$ cat src/rtl/rs_encoder.sv
// ============================================================================
// Module   : rs_encoder
// Purpose  : Systematic RS(31,27) encoder over GF(2^5), t=2.
//            Field polynomial x^5+x^2+1, alpha = 5'h02.
//            Emits the 27 message symbols unchanged, then 4 parity symbols.
// Ports    : clock, reset_n (async, active-low)
//            in_valid/in_ready/in_data   : message symbol stream (MSB-degree first)
//            out_valid/out_ready/out_data: codeword symbol stream
//            out_sop/out_eop/out_parity  : flags registered alongside out_data
// Revision : 1.0 - initial release
// ============================================================================
`default_nettype none

module rs_encoder (
  input  logic       clock,
  input  logic       reset_n,
  input  logic       in_valid,
  output logic       in_ready,
  input  logic [4:0] in_data,
  output logic       out_valid,
  input  logic       out_ready,
  output logic [4:0] out_data,
  output logic       out_sop,
  output logic       out_eop,
  output logic       out_parity
);

  // Generator g(x) = (x+a)(x+a^2)(x+a^3)(x+a^4), monic, low coefficients.
  localparam logic [4:0] C_G3 = 5'h1E;
  localparam logic [4:0] C_G2 = 5'h06;
  localparam logic [4:0] C_G1 = 5'h09;
  localparam logic [4:0] C_G0 = 5'h11;
  localparam logic [4:0] C_MSG_LAST = 5'd26;
  localparam logic [4:0] C_PAR_LAST = 5'd3;

  typedef enum logic [0:0] {
    ST_MSG = 1'b0,
    ST_PAR = 1'b1
  } state_t;

  // Shift-and-add GF(2^5) multiply; x^5 folds back as x^2+1 (5'h05).
  function automatic logic [4:0] gf_mul(input logic [4:0] a, input logic [4:0] b);
    logic [4:0] acc;
    logic [4:0] sh;
    acc = '0;
    sh  = a;
    for (int i = 0; i < 5; i++) begin
      if (b[i]) acc = acc ^ sh;
      sh = {sh[3:0], 1'b0} ^ (sh[4] ? 5'h05 : 5'h00);
    end
    return acc;
  endfunction

  state_t     r_state, w_state_nxt;
  logic [4:0] r_cnt, w_cnt_nxt;
  logic [4:0] r_p3, r_p2, r_p1, r_p0;
  logic [4:0] w_p3_nxt, w_p2_nxt, w_p1_nxt, w_p0_nxt;
  logic       r_run;
  logic       r_out_valid;
  logic [4:0] r_out_data;
  logic       r_out_sop, r_out_eop, r_out_par;

  logic       w_slot_free;
  logic       w_accept;
  logic [4:0] w_fb;
  logic       w_load;
  logic [4:0] w_ld_data;
  logic       w_ld_sop, w_ld_eop, w_ld_par;

  // The output slot can take a new symbol if empty or being drained now.
  assign w_slot_free = !r_out_valid || out_ready;
  // r_run keeps in_ready low while reset is asserted.
  assign in_ready    = r_run && (r_state == ST_MSG) && w_slot_free;
  assign w_accept    = in_valid && in_ready;
  assign w_fb        = in_data ^ r_p3;

  always_comb begin
    w_state_nxt = r_state;
    w_cnt_nxt   = r_cnt;
    w_p3_nxt    = r_p3;
    w_p2_nxt    = r_p2;
    w_p1_nxt    = r_p1;
    w_p0_nxt    = r_p0;
    w_load      = 1'b0;
    w_ld_data   = 5'h00;
    w_ld_sop    = 1'b0;
    w_ld_eop    = 1'b0;
    w_ld_par    = 1'b0;
    case (r_state)
      ST_MSG: begin
        if (w_accept) begin
          w_load    = 1'b1;
          w_ld_data = in_data;
          w_ld_sop  = (r_cnt == 5'd0);
          // LFSR division step by g(x).
          w_p3_nxt  = r_p2 ^ gf_mul(w_fb, C_G3);
          w_p2_nxt  = r_p1 ^ gf_mul(w_fb, C_G2);
          w_p1_nxt  = r_p0 ^ gf_mul(w_fb, C_G1);
          w_p0_nxt  = gf_mul(w_fb, C_G0);
          if (r_cnt == C_MSG_LAST) begin
            w_state_nxt = ST_PAR;
            w_cnt_nxt   = 5'd0;
          end else begin
            w_cnt_nxt = r_cnt + 5'd1;
          end
        end
      end
      ST_PAR: begin
        if (w_slot_free) begin
          w_load    = 1'b1;
          w_ld_data = r_p3;
          w_ld_par  = 1'b1;
          w_ld_eop  = (r_cnt == C_PAR_LAST);
          // Shift parity out; zero fill leaves registers clear for next word.
          w_p3_nxt  = r_p2;
          w_p2_nxt  = r_p1;
          w_p1_nxt  = r_p0;
          w_p0_nxt  = 5'h00;
          if (r_cnt == C_PAR_LAST) begin
            w_state_nxt = ST_MSG;
            w_cnt_nxt   = 5'd0;
          end else begin
            w_cnt_nxt = r_cnt + 5'd1;
          end
        end
      end
      default: begin
        w_state_nxt = ST_MSG;
        w_cnt_nxt   = 5'd0;
      end
    endcase
  end

  always_ff @(posedge clock or negedge reset_n) begin
    if (!reset_n) begin
      r_state <= ST_MSG;
      r_cnt   <= 5'd0;
    end else begin
      r_state <= w_state_nxt;
      r_cnt   <= w_cnt_nxt;
    end
  end

  always_ff @(posedge clock or negedge reset_n) begin
    if (!reset_n) begin
      r_run       <= 1'b0;
      r_p3        <= 5'h00;
      r_p2        <= 5'h00;
      r_p1        <= 5'h00;
      r_p0        <= 5'h00;
      r_out_valid <= 1'b0;
      r_out_data  <= 5'h00;
      r_out_sop   <= 1'b0;
      r_out_eop   <= 1'b0;
      r_out_par   <= 1'b0;
    end else begin
      r_run <= 1'b1;
      r_p3  <= w_p3_nxt;
      r_p2  <= w_p2_nxt;
      r_p1  <= w_p1_nxt;
      r_p0  <= w_p0_nxt;
      if (w_load) begin
        r_out_valid <= 1'b1;
        r_out_data  <= w_ld_data;
        r_out_sop   <= w_ld_sop;
        r_out_eop   <= w_ld_eop;
        r_out_par   <= w_ld_par;
      end else if (out_ready) begin
        r_out_valid <= 1'b0;
      end
    end
  end

  assign out_valid  = r_out_valid;
  assign out_data   = r_out_data;
  assign out_sop    = r_out_sop;
  assign out_eop    = r_out_eop;
  assign out_parity = r_out_par;

endmodule

`default_nettype wire

$ cat config.mk
export PLATFORM = sky130hd
export DESIGN_NAME = rs_encoder
export DESIGN_NICKNAME = d
export VERILOG_FILES = /design/src/rtl/rs_encoder.sv
export SDC_FILE = /design/constraint.sdc
export NUM_CORES = 1
export LEC_CHECK = 0
export ABC_AREA = 1
export BUFFER_PORTS_ARGS = -buffer_cell sky130_fd_sc_hd__buf_2
export CORE_UTILIZATION = 60
export CTS_CLUSTER_DIAMETER = 150
export DETAILED_ROUTE_END_ITERATION = 16
export PLACE_DENSITY = 0.85
export SLEW_MARGIN = 20
export SYNTH_ARGS = -nofsm -noshare
export SYNTH_HDL_FRONTEND = slang
export SYNTH_SLANG_ARGS = --single-unit
$ cat constraint.sdc
create_clock -name clock -period 2.5 [get_ports clock]
set_input_delay 0.5 -clock clock [delete_from_list [all_inputs] [get_ports clock]]
set_output_delay 0.5 -clock clock [all_outputs]
set_load 0.01 [all_outputs]
==> results.md, run 1 <==
* Cells on worst reg2reg path at 10
* CTS H-tree depth at 2
* N_diodes at 0
* Clock latency on the worst-skew pair at ~350 ps
* Switching Power at about 1500 µW
* Status: complete, no violations
* Top post-synthesis cells by area: dfrtp_1, nand2_1, inv_1
* Asr flop ratio synth at 100%
* Leakage at about 0.0012 µW
* Maximum clock path buffer count at 2
* RSZ-0062 raised after global routing: no
* Share of cells above drive strength 1 at around 14%
* Gates resized, CTS repair at 0
* Part of the power in registers at approximately a third
* Vias in the first global route at 1,682
* RR Startpoint: r_state$_DFF_PN0_
* Count leader, synth: nand2_1
* Final setup fails at 0
* Antenna Nets Post-Route at 0
* Routability congestion estimate at around 0.90
* Required time worst endpoint at between 2000 and 3000 ps
* Clk network pwr share at 9.8%
* Die extent in y at around 61 µm
* Slew margin rel. at between 40 and 50%
* Peak supply drop at 0.000780 V
* Placed cell count at 341
* # nets final at roughly 310
* Number of hold buffers added after cts at 0
* Die width at just over 60 µm
* Initial cell density of the core at approximately 63%
* Post-synthesis adder-cell area fraction at about 1.8%
* Worst-Margin Slew at just under 800 ps
* Area Growth Syn to Fin at 7.85%
* Reg2reg end: r_cnt[4]$_DFFE_PN0P_
* Internal power at 1530 µW
* First-pass GRT wire length at roughly 7.4 mm
* Critical Path AT at 2190 ps
* Total GRT Usage at 27.3%
* Dominant synthesized flop cell: dfrtp_1
* Main combinational cell family by area after synthesis: simple AND/OR/NAND/NOR gates
* Die footprint at between 0.003 and 0.004 mm²
* Post-layout minimum cycle time at ~1900 ps
* Routed wire per std cell at between 10 and 15 µm
* Worst setup EP type: flop
* Fillers at 300
* Max-Cap Viols at 0
* Non-Filler Instances at approximately 350
* Post-Syn Area per Cell at between 7 and 8 µm²
* Initial antenna violation count at 0
* F_max at between 500 and 600 MHz
* Sum of negative setup slack at 0 ps
* Synth area leader: dfrtp_1
* Synthesized instance count at ~280
* Clock skew at 15.3 ps
* Largest net degree at the start of global routing at 38
* CTS root buf: clkbuf_4
* Core area at around 0.0033 mm²
* Final period util at between 70 and 80%
* FP Rows at 21
* PortBufs at 18
* EDFF count, synth at 0
* Post-synth cell types at 28
* Hold Vio Cnt, Final at 0
* GR Overflow Total at 0
* Min-Delay Path Class: in2async
* Routed vias/inst at 5.27
* Ys Warns at 0
* Max Slew Vio Count at 0
* Crit path launch: r_state$_DFF_PN0_
* Post-DP HPWL at approximately 3.1 mm
* Iter 0 DRT Violations at 91
* CTS tree: built
* Postcts setup bufs at 0
* Clk sinks at 36
* Synthesized Nets at 294
* Drt first pass iters at 4
* Remaining DRCs at 0
* Seq/Total Area, Yosys at a little over two fifths
* CP Launch Type: flop
* Clk pin slew, worst setup/hold paths at 110 ps
* Power Total at 3000 µW
* PD cells at 1320 mW/mm²
* Simple-Gate Fraction of Synth Area at 31.1%
* Post-synth top area share at 42.8%
* Final wirelength at roughly 4.3 mm
* DR vias at between 1,500 and 2,000
* Worst setup path category: reg2reg
* Reg-to-reg slack, setup at ~560 ps
* Synth Area in Compound Gates at between 10% and 20%
* I/O Pins at 19
* Synth cell count leaders: nand2_1, dfrtp_1, inv_1
* Yosys reg bits at 36
* Sw Ratio at between 40% and 50%
* CP Max Fanout at 37
* Post-synthesis mux area share at 0%
* CTS buffer count at 5
* Comb pwr share at around 56%
* Cell area after synthesis at roughly 0.0021 mm²
* Xor/xnor share of the synthesized area at 5.41%
## flip-flops by register name, summed over array words and instances, names as in the netlist
name / cells
r_run: 1
out_sop: 1
r_p1: 5
out_data: 5
r_p0: 5
out_parity: 1
out_valid: 1
r_p3: 5
r_p2: 5
r_cnt: 5
out_eop: 1
r_state: 1
## critical path: stages, from the launching register on
cell,delay (ps)
dfrtp_1,500
inv_2,100
nand2_2,60
nor2_4,110
nand2_2,200
nand2_4,230
inv_4,170
nor3_2,180
nand2_1,90
o21ai_1,120
a21oi_1,50
## per-layer routing
layer	track usage [%]	routed length, µm	share of wire, %
met5	0	0	0
met4	11.4	99	2.3
met3	6.51	182	4.2
met2	41.9	1950	45
met1	37.1	2120	49
## kinds of logic after synthesis
family                     after synthesis
buffers and inverters                   40
adders and majority gates                3
DFF                                     36
AOI/OAI and AO/OA                       39
other                                    1
xor gates and xnor gates                13
and+or+nand+nor                        150
## worst max-delay path by stage
stage / slack (ps) / depth (start not counted) / end
2_1_floorplan: 990 / 11 / r_cnt[4]$_DFFE_PN0P_
3_3_place_gp: 530 / 12 / r_cnt[4]$_DFFE_PN0P_
3_5_place_dp: 440 / 12 / r_cnt[4]$_DFFE_PN0P_
4_1_cts: 580 / 10 / r_cnt[4]$_DFFE_PN0P_
5_1_grt: 410 / 10 / r_cnt[4]$_DFFE_PN0P_
6_report: 560 / 10 / r_cnt[4]$_DFFE_PN0P_
## cell usage in the layout (no fill, tap or decap), types with 5 or more instances in the layout
master,netlist,routed
buf_2,2,18
o21ai_1,5,5
dfrtp_1,36,36
clkbuf_4,0,5
inv_1,30,30
o221ai_1,5,5
nand3_1,22,22
o21ai_0,22,22
xor2_1,12,12
nand2_2,6,6
nand2_1,109,109
## final cells by class
| cell class | instances | area, µm² | share of cell area, % |
|---|---|---|---|
| Multi-Input combinational cell | 206 | 1040 | 45.7 |
| Sequential cell | 36 | 901 | 39.7 |
| Inverter | 34 | 130 | 5.74 |
| Timing Repair Buffer | 19 | 97.6 | 4.30 |
| Tap cell | 46 | 57.6 | 2.54 |
| Clock buffer | 6 | 41.3 | 1.82 |
| Clock inverter | 1 | 5.00 | 0.221 |
## power by group through the flow
stage	clock, µW	combinational (µW)	sequential [µW]
floorplan	0	1300	1030
global placement	0	1610	1050
detailed placement	0	1650	1050
CTS	297	1660	1040
finish	293	1660	1040
global route	323	1900	1070
## stage by stage
stage	area (µm²)	setup slack [ps]	hold slack [ps]	utilization [%]
floorplan	2100	995	204	-
detailed placement	2220	445	472	66.6
global placement	2220	528	458	66.6
finish	2270	558	223	68.0
global route	2270	414	282	68.0
CTS	2270	576	248	68.0
(Power assumes the default switching activity.)
==> inputs of run 2 (changes only) <==
- CORE_UTILIZATION: 60 -> 59
- PLACE_DENSITY: 0.85 -> 0.84
- clock period: 2.5 -> 1.87 ns (I/O delays scaled with it)
==> run 2 against run 1 <==
Effect of this change:
- final cell count increased by 1.1%
- critical endpoint is now r_p3[0]$_DFFE_PN0P_
- maximum frequency up 17%
- flip-flop and latch count is the same
- total power grew 39%
- critical path type unchanged
- largest power group unchanged
==> results.md, run 2 (synthesized netlist as in run 1, its figures left out) <==
* Status: complete, no violations
* Cells on worst reg2reg path at 12
* Min-Delay Path Class: in2async
* Antenna Nets Post-Route at 0
* I/O Pins at 19
* Maximum clock path buffer count at 2
* RSZ-0062 raised after global routing: no
* Initial cell density of the core at around 63%
* Worst setup path category: reg2reg
* Commonest non-fill, non-tap cell in the layout: nand2_1
* Leading cell types in the layout, fill and taps excluded: nand2_1, dfrtp_1, inv_1
* Routed wire per std cell at between 10 and 15 µm
* N_diodes at 0
* Post-layout minimum cycle time at 1660 ps
* F_max at 602 MHz
* Final period util at approximately nine tenths
* FP Rows at 21
* Total GRT Usage at 27.0%
* CTS buffer count at 5
* Largest net degree at the start of global routing at 37
* Share of cells above drive strength 1 at between 15 and 20%
* Die extent in y at roughly 62 µm
* Leakage at between 0.001 and 0.0015 µW
* Clock latency on the worst-skew pair at 330 ps
* Final wirelength at between 4 and 5 mm
* Worst setup EP type: flop
* RR Startpoint: r_p3[2]$_DFFE_PN0P_
* Iter 0 DRT Violations at 99
* Routability congestion estimate at between 0.8 and 0.9
* Clock skew at approximately 4.2 ps
* Max-Cap Viols at 0
* Core area at 0.00336 mm²
* PD cells at about 1800 mW/mm²
* Clk sinks at 36
* DR vias at between 1,500 and 2,000
* First-pass GRT wire length at 7.35 mm
* Critical Path AT at 1890 ps
* Required time worst endpoint at approximately 2100 ps
* Peak supply drop at about 0.001 V
* Reg2reg end: r_p3[0]$_DFFE_PN0P_
* Sum of negative setup slack at 0 ps
* CP Max Fanout at 5
* Fillers at 309
* GR Overflow Total at 0
* Power Total at 4170 µW
* CTS H-tree depth at 2
* # nets final at approximately 320
* CTS tree: built
* Reg-to-reg slack, setup at ~210 ps
* Max Slew Vio Count at 0
* Final setup fails at 0
* Postcts setup bufs at 0
* Drt first pass iters at 4
* Vias in the first global route at approximately 1,700
* Die width at between 60 and 70 µm
* Hold Vio Cnt, Final at 0
* Post-DP HPWL at approximately 3.3 mm
* Initial antenna violation count at 0
* CTS root buf: clkbuf_4
* PortBufs at 18
* Routed vias/inst at 5.28
* Area Growth Syn to Fin at 10.9%
* Clk pin slew, worst setup/hold paths at ~110 ps
* CP Launch Type: flop
* Die footprint at 0.00381 mm²
* Remaining DRCs at 0
[run 2: per-layer routing]
metal / GRT usage, % / up-vias / part of all wire (%)
met2: 45.3 / 55 / 48
met5: 0 / - / 0
li1: - / 937 / -
met1: 36.0 / 861 / 46
met4: 6.98 / 0 / 1.2
met3: 5.38 / 7 / 4.4
[run 2: how the worst max path moves through the flow]
stage          depth (start not counted)                start              endpoint
2_1_floorplan                         10    r_state$_DFF_PN0_  r_cnt[4]$_DFFE_PN0P_
3_3_place_gp                          13           in_data[2]   r_p3[0]$_DFFE_PN0P_
3_5_place_dp                          13           in_data[2]   r_p3[0]$_DFFE_PN0P_
4_1_cts                               12  r_p3[2]$_DFFE_PN0P_   r_p3[0]$_DFFE_PN0P_
5_1_grt                               12  r_p3[2]$_DFFE_PN0P_   r_p3[0]$_DFFE_PN0P_
6_report                              12  r_p3[2]$_DFFE_PN0P_   r_p3[0]$_DFFE_PN0P_
[run 2: worst max-delay path: stages, from the launching register on]
cell and delay (ps):
dfrtp_1 440, inv_2 80, nand2_1 50, nand2_1 190, nand2_1 100, nand2_2 140
inv_1 70, nand2_1 90, nand2_1 100, nand2_1 90, nand3_1 80, nand3_1 80
o21ai_1 60
[run 2: what timing repair did]
item	4_1_cts	5_1_grt
hold buffers	0	0
gates resized for setup	0	1
setup endpoints to repair	0	2
[run 2: stage by stage]
step | setup slack [ps] | instance area (µm²) | std cells | hold WS [ps] | util, %
final | 209 | 2330 | 352 | 55.7 | 69.3
after global routing | 25.1 | 2330 | 352 | 106 | 69.3
after CTS | 229 | 2330 | 352 | 84.2 | 69.3
after detailed placement | 141 | 2260 | 345 | 444 | 67.3
after global placement | 165 | 2260 | 345 | 437 | 67.3
after floorplan | 406 | 2100 | 282 | 78.4 | -
[run 2: area by class of cell]
class / instances / area [µm²] / area share [%]
Clock buffer: 7 / 65.1 / 2.79
Inverter: 34 / 130 / 5.58
Multi-Input combinational cell: 206 / 1040 / 44.5
Sequential cell: 36 / 901 / 38.6
Tap cell: 46 / 57.6 / 2.47
Timing Repair Buffer: 23 / 140 / 6.01
[run 2: report_power, final]
part	total, µW	switching (µW)	internal, µW
clock network	464	251	213
logic	2320	1480	849
registers	1380	249	1130
